<file path="src/rtl/afu_wr_delay_pkg.sv">
// rtl/afu_wr_delay_pkg.sv - shared types and constants for the AFU write-response delay path
package afu_wr_delay_pkg;

    localparam int          AFU_ID_W    = 8;
    localparam int          AFU_CNT_W   = 7;
    localparam int unsigned DELAY_RST   = 64;
    localparam logic [56:0] DELAY_MAGIC = 57'h0A5_5A5A_5A5A_5A5A;

    // One tracking-queue slot; field widths follow the AFU's AXI ID and delay counter widths.
    typedef struct packed {
        logic                 valid;
        logic                 bdone;
        logic [AFU_ID_W-1:0]  id;
        logic [AFU_CNT_W-1:0] cnt;
    } t_wr_ent;

endpackage

</file>
<file path="src/rtl/afu_jitter_lfsr.sv">
// rtl/afu_jitter_lfsr.sv - free-running 8-bit maximal LFSR used to jitter the write-response delay
module afu_jitter_lfsr (
    input  logic       afu_clk,
    input  logic       afu_rst,
    output logic [7:0] lfsr
);

    // x^8 + x^6 + x^5 + x^4 + 1
    always_ff @(posedge afu_clk or posedge afu_rst) begin
        if (afu_rst) begin
            lfsr <= 8'hA5;
        end else begin
            lfsr <= {lfsr[6:0], lfsr[7] ^ lfsr[5] ^ lfsr[4] ^ lfsr[3]};
        end
    end

endmodule

</file>
<file path="src/rtl/afu_wr_delay.sv">
// rtl/afu_wr_delay.sv - per-channel AXI write-response latency injector; AFU_WR_JITTER_EN adds LFSR jitter
module afu_wr_delay #(
    parameter int          DEPTH       = 16,
    parameter int          ID_W        = afu_wr_delay_pkg::AFU_ID_W,
    parameter int          CNT_W       = afu_wr_delay_pkg::AFU_CNT_W,
    parameter int unsigned DELAY_RST   = afu_wr_delay_pkg::DELAY_RST,
    parameter logic [56:0] DELAY_MAGIC = afu_wr_delay_pkg::DELAY_MAGIC
) (
    input  logic                     afu_clk,
    input  logic                     afu_rst,
    input  logic [63:0]              cfg_data,
    input  logic                     h_awvalid,
    output logic                     h_awready,
    input  logic [ID_W-1:0]          h_awid,
    output logic                     mc_awvalid,
    input  logic                     mc_awready,
    input  logic                     mc_bvalid,
    output logic                     mc_bready,
    output logic                     h_bvalid,
    input  logic                     h_bready,
    output logic [ID_W-1:0]          h_bid,
    output logic [1:0]               h_bresp,
    output logic [$clog2(DEPTH):0]   outstanding,
    output logic                     err_orphan
);

    import afu_wr_delay_pkg::*;

    localparam int AW = $clog2(DEPTH);
    localparam int PW = AW + 1;

    t_wr_ent          ents [DEPTH];
    logic [PW-1:0]    wr_ptr, rd_ptr, b_ptr;
    logic [AW-1:0]    widx, ridx, bidx;
    logic [CNT_W-1:0] delay_q;
    logic [CNT_W-1:0] load_delay;
    logic             full;
    logic             alloc, release_b, b_take;

    assign widx = wr_ptr[AW-1:0];
    assign ridx = rd_ptr[AW-1:0];
    assign bidx = b_ptr[AW-1:0];

    assign full        = (wr_ptr ^ rd_ptr) == {1'b1, {AW{1'b0}}};
    assign outstanding = wr_ptr - rd_ptr;

    assign h_awready  = mc_awready && !full;
    assign mc_awvalid = h_awvalid && !full;
    assign mc_bready  = 1'b1;
    assign h_bresp    = 2'b00;

    assign h_bvalid = ents[ridx].valid && ents[ridx].bdone && (ents[ridx].cnt == '0);
    assign h_bid    = ents[ridx].id;

    assign alloc     = mc_awvalid && mc_awready;
    assign release_b = h_bvalid && h_bready;
    // MC responses are in order, so only the oldest not-yet-answered entry can take one.
    assign b_take    = mc_bvalid && ents[bidx].valid && !ents[bidx].bdone;

`ifdef AFU_WR_JITTER_EN
    logic [7:0]     lfsr;
    logic [CNT_W:0] jit_sum;

    afu_jitter_lfsr u_jitter_lfsr (
        .afu_clk (afu_clk),
        .afu_rst (afu_rst),
        .lfsr    (lfsr)
    );

    assign jit_sum    = {1'b0, delay_q} + (CNT_W+1)'(lfsr[2:0]);
    assign load_delay = jit_sum[CNT_W] ? {CNT_W{1'b1}} : jit_sum[CNT_W-1:0];
`else
    assign load_delay = delay_q;
`endif

    always_ff @(posedge afu_clk or posedge afu_rst) begin
        if (afu_rst) begin
            delay_q <= CNT_W'(DELAY_RST);
        end else if (cfg_data[63:7] == DELAY_MAGIC) begin
            delay_q <= CNT_W'(cfg_data[6:0]);
        end
    end

    always_ff @(posedge afu_clk or posedge afu_rst) begin
        if (afu_rst) begin
            wr_ptr     <= '0;
            rd_ptr     <= '0;
            b_ptr      <= '0;
            err_orphan <= 1'b0;
        end else begin
            if (alloc)     wr_ptr <= wr_ptr + 1'b1;
            if (release_b) rd_ptr <= rd_ptr + 1'b1;
            if (b_take)    b_ptr  <= b_ptr + 1'b1;
            if (mc_bvalid && !b_take) err_orphan <= 1'b1;
        end
    end

    // Counters run independently of bdone so B arrival and delay expiry overlap.
    always_ff @(posedge afu_clk or posedge afu_rst) begin
        if (afu_rst) begin
            for (int i = 0; i < DEPTH; i++) ents[i] <= '0;
        end else begin
            for (int i = 0; i < DEPTH; i++) begin
                if (ents[i].valid && ents[i].cnt != '0) ents[i].cnt <= ents[i].cnt - 1'b1;
            end
            if (b_take)    ents[bidx].bdone <= 1'b1;
            if (release_b) ents[ridx] <= '0;
            if (alloc) begin
                ents[widx].valid <= 1'b1;
                ents[widx].bdone <= 1'b0;
                ents[widx].id    <= h_awid;
                ents[widx].cnt   <= load_delay;
            end
        end
    end

endmodule

</file>
<file path="config.mk">
export PLATFORM = sky130hd
export DESIGN_NAME = afu_wr_delay
export DESIGN_NICKNAME = d
export VERILOG_FILES = /design/src/rtl/afu_wr_delay_pkg.sv /design/src/rtl/afu_jitter_lfsr.sv /design/src/rtl/afu_wr_delay.sv
export SDC_FILE = /design/constraint.sdc
export NUM_CORES = 1
export LEC_CHECK = 0
export CAP_MARGIN = 25
export CORE_MARGIN = 5
export CORE_UTILIZATION = 50
export CTS_BUF_LIST = sky130_fd_sc_hd__clkbuf_8
export DETAILED_ROUTE_END_ITERATION = 7
export DONT_BUFFER_PORTS = 1
export PLACE_DENSITY = 0.75
export SYNTH_ARGS = -nofsm -noshare
export SYNTH_HDL_FRONTEND = slang
export SYNTH_SLANG_ARGS = --single-unit
</file>
<file path="constraint.sdc">
create_clock -name afu_clk -period 12.65 [get_ports afu_clk]
set_input_delay 1.8975 -clock afu_clk [delete_from_list [all_inputs] [get_ports afu_clk]]
set_output_delay 1.8975 -clock afu_clk [all_outputs]
set_load 0.1 [all_outputs]
</file>
==> metrics.log <==
[metrics] final worst-path cycle share: 48.5%
[metrics] CTS Hold Bufs: 0
[metrics] number of nets with antenna violations after routing: 0
[metrics] starting density of the core: 50.4%
[metrics] stages on the worst setup path: 7
[metrics] synthesized area divided by synthesized cell count: 11.1 µm²
[metrics] final hold viol count: 0
[metrics] number of max-capacitance violations reported: 0
[metrics] worst reg2reg path startpoint: rd_ptr[1]
[metrics] type of the worst setup path: register to primary output
[metrics] total number of vias: 12242
[metrics] post-synthesis to final-layout area growth: 8.79%
[metrics] flip-flop cell with the highest count after synthesis: sky130_fd_sc_hd__dfrtp_1
[metrics] number of register bits inferred by synthesis: 294
[metrics] aggregate negative setup slack: 0 ns
[metrics] number of cells on the worst reg-to-reg path: 11
[metrics] critical path's top delay family: simple AND/OR/NAND/NOR gates
[metrics] total number of yosys warnings: 0
[metrics] count of final max-slew check failures: 0
[metrics] placed instance area: 16300 µm²
[metrics] R2R setup slack: 7.90 ns
[metrics] met2 track demand over resource: 38.8%
[metrics] cells along the critical path: buf_4, inv_2, or4_1, a32oi_1, nand3_1, nor3_4, and2_1
[metrics] category of the worst setup path capture point: primary output
[metrics] GPL Wtd Cong: 0.923
[metrics] fill cell total of the finished layout: 2665
[metrics] initial antenna violation count: 0
[metrics] number of iterations in the first detailed-routing pass: 6
[metrics] CTS Buf Count: 48
[metrics] overall die height: 188 µm
[metrics] number of antenna repair diodes: 0
[metrics] clock skew: 0.0333 ns
[metrics] Final Critical Period: 6.14 ns
[metrics] H-tree levels: 2
[metrics] Remaining DRCs: 0
[metrics] Syn Std Cell Area: 15900 µm²
[metrics] Data arrival, critical path: 4.24 ns
[metrics] Core Util, Final: 54.9%
[metrics] HPWL after DPL: 30.0 mm
[metrics] maximum number of pins on one net before global-route repair: 110
[metrics] critical path startpoint category: register
[metrics] outcome: completed
[metrics] required time at the endpoint of the critical path: 10.75 ns
[metrics] Avg WL per Cell: 24.6 µm
[metrics] vias in the first global route: 12413
[metrics] Setup Viol. Count Final: 0
[metrics] total routing resource utilization after global routing: 25.3%
[metrics] worst ir drop on vdd: 0.173 mV
[metrics] RSZ-0062 raised after global routing: false
[metrics] NumNets Final: 1525
[metrics] global-route wire length before repair: 71.4 mm
[metrics] number of placement rows: 65
[metrics] async set-reset flop share out of synthesis: 100%
[metrics] crit path max fanout: 51
[metrics] count of different cell masters after synthesis: 67
[metrics] cells resized by post-CTS repair: 0
[metrics] hold crit path type: register to register
[metrics] proportion of synthesized chip area in sequential cells: 46.4%
[metrics] buffer and inverter count on the worst path: 2
[metrics] count of input and output buffers: 0
[metrics] largest stage delay on the critical path: 0.86 ns
[metrics] timing-limited maximum frequency: 0.163 GHz
[metrics] drt via density: 6.65
[metrics] sum of overflow across all layers after global routing: 0
[metrics] Post-synth EDFFs: 0
[metrics] buffer levels on the longest clock path: 3
[metrics] CTS tree: yes
[metrics] capture point of the worst reg-to-reg path: ents[95]
[metrics] Least-Margin Pin Slew: 1.14 ns
[metrics] crit path to: h_bvalid
[metrics] met3 Track Usage GR: 5.96%
[metrics] layout cells sized above 1: 13.4%
[metrics] core area: 31500 µm²
[metrics] M1 GR Usage: 35.5%
[metrics] Post-Route WL: 45.3 mm
[metrics] clock-pin slew on the worst setup and hold paths: 0.06 ns
[metrics] Total Power Consumption: 3.26 mW
[metrics] Root Driver: sky130_fd_sc_hd__clkbuf_8
[metrics] fin area: 17300 µm²
[metrics] clock insertion delay at the later pin of the skew report: 0.60 ns
[metrics] pwr dens: 189 nW/µm²
[metrics] number of sinks handled by clock tree synthesis: 294
[metrics] P_leak: 8.01 nW
[metrics] violation count after the first detailed-route iteration: 1534
[metrics] worst max-slew margin expressed relative to the limit: 23.9%
[metrics] slowest stage cell, crit path: sky130_fd_sc_hd__and2_1
[metrics] launch point of the worst path: rd_ptr[1]
[metrics] synthesized instance count: 1430
[metrics] layer with the highest usage: met2
[metrics] number of primary I/O pins: 98
[metrics] die span in x: 188 µm
[metrics] Post-CTS Setup Repair Bufs: 0
[metrics] total die area: 35400 µm²
## worst register-to-register path, delay by kind of cell (launching register included)
| family | cells | cell delay, ns |
|---|---|---|
| flops | 1 | 0.78 |
| simple gates | 5 | 1.73 |
| compound gates | 2 | 0.57 |
| fa+ha+maj | 1 | 0.37 |
| buf+inv | 3 | 1.18 |
## worst min-delay path by stage
stage,start,to,slack [ns],cells past startpoint
2_1_floorplan,wr_ptr[4],wr_ptr[4],0.46,1
3_3_place_gp,wr_ptr[4],wr_ptr[4],0.47,1
3_5_place_dp,ents[77],ents[77],0.48,1
4_1_cts,wr_ptr[4],wr_ptr[4],0.49,1
5_1_grt,ents[42],ents[42],0.50,1
6_report,wr_ptr[4],wr_ptr[4],0.49,1
## layer usage
layer	wire length [µm]	vias up
li1	-	5301
met1	18500	6199
met2	20600	628
met3	4550	114
met4	1600	0
met5	0	-
## synth_stat cells, drive strengths merged, types with 3 or more instances
master,n,share of area [%]
or2,3,0.12
buf,52,1.6
nand2b,22,0.87
xnor2,54,3.0
nand3b,6,0.28
o211ai,7,0.33
a31oi,10,0.39
a21o,18,0.85
a22oi,4,0.19
and2,11,0.43
xor2,52,2.9
nor3b,13,0.61
nor2,54,1.3
inv,61,1.4
mux2i,4,0.25
and3,3,0.12
nor3,67,2.1
mux4,50,7.1
a211oi,3,0.14
or3,3,0.12
nand2,79,1.9
ha,44,3.5
a21oi,8,0.25
a2111oi,4,0.22
nor2b,14,0.55
a22o,224,12
or4,9,0.43
nor4bb,9,0.57
nor4b,5,0.32
nand3,7,0.22
o31ai,7,0.33
o21a,12,0.57
dfrtp,293,46
a41oi,12,0.90
o21ai,47,1.5
nand4,25,0.99
clkbuf,62,1.5
mux2,10,0.71
nor4,37,1.5
## metrics by stage
| step | hold slack (ns) | cells | worst slack, ns |
|---|---|---|---|
| after global routing | 0.503 | 1842 | 6.17 |
| after detailed placement | 0.476 | 1752 | 6.63 |
| after CTS | 0.495 | 1840 | 6.01 |
| final | 0.492 | 1842 | 6.51 |
| after floorplan | 0.460 | 1431 | 2.64 |
| after global placement | 0.475 | 1748 | 6.75 |
## power by group
group          leakage, nW  internal, mW  total (mW)  switching, mW
logic                 3.54         0.423        1.03          0.608
registers             3.90          1.17        1.39          0.219
clock network        0.571         0.438       0.840          0.402
total                 8.01          2.03        3.26           1.23
## registers in the layout (all words and copies together), names as in the netlist
register and flops:
ents 272, delay_q 7, rd_ptr 5, wr_ptr 5, b_ptr 4, err_orphan 1
## cell type report
cell class                 count  area [µm²]  share of cell area (%)
clock buffer                  61         840                    4.86
clock inverter                27         143                   0.826
inverter                      61         236                    1.37
multi-input combinational    962        7870                    45.6
sequential                   294        7370                    42.7
tap                          402         503                    2.91
timing repair buffer          35         305                    1.77
## cells in the final DEF, fill, tap and decap left out, drive strengths merged, types with 4 or more instances in the layout
cell type  netlist  final
nor4b            5      5
a21oi            8      8
o31ai            7      7
mux2i            4      4
o21ai           47     47
nand3            7      7
nand4           25     25
nand2           79     79
nor2            54     54
xor2            52     52
and2            11     11
a41oi           12     12
nand3b           6      6
nor3            67     67
o21a            12     12
nor4bb           9      9
o211ai           7      7
clkbuf          62     61
a21o            18     18
buf             52     35
mux2            10     10
a22oi            4      4
a2111oi          4      4
a22o           224    224
xnor2           54     54
nand2b          22     22
inv             61     79
dfrtp          293    293
a31oi           10     10
ha              44     44
nor2b           14     14
nor3b           13     13
clkinv           0      8
or4              9      9
nor4            37     37
mux4            50     50
## logic make-up after synthesis
| logic type | count (synthesis) | synth area share, % |
|---|---|---|
| AO/OA/AOI/OAI | 374 | 19.1 |
| XOR/XNOR | 106 | 5.85 |
| adder cells (fa/ha/maj) | 45 | 3.59 |
| buffers and inverters | 175 | 4.50 |
| flip-flops | 294 | 46.4 |
| multiplexers | 64 | 8.06 |
| other | 2 | 0.0473 |
| AND/OR/NAND/NOR | 370 | 12.5 |
Power figures use the tool's default switching activity.
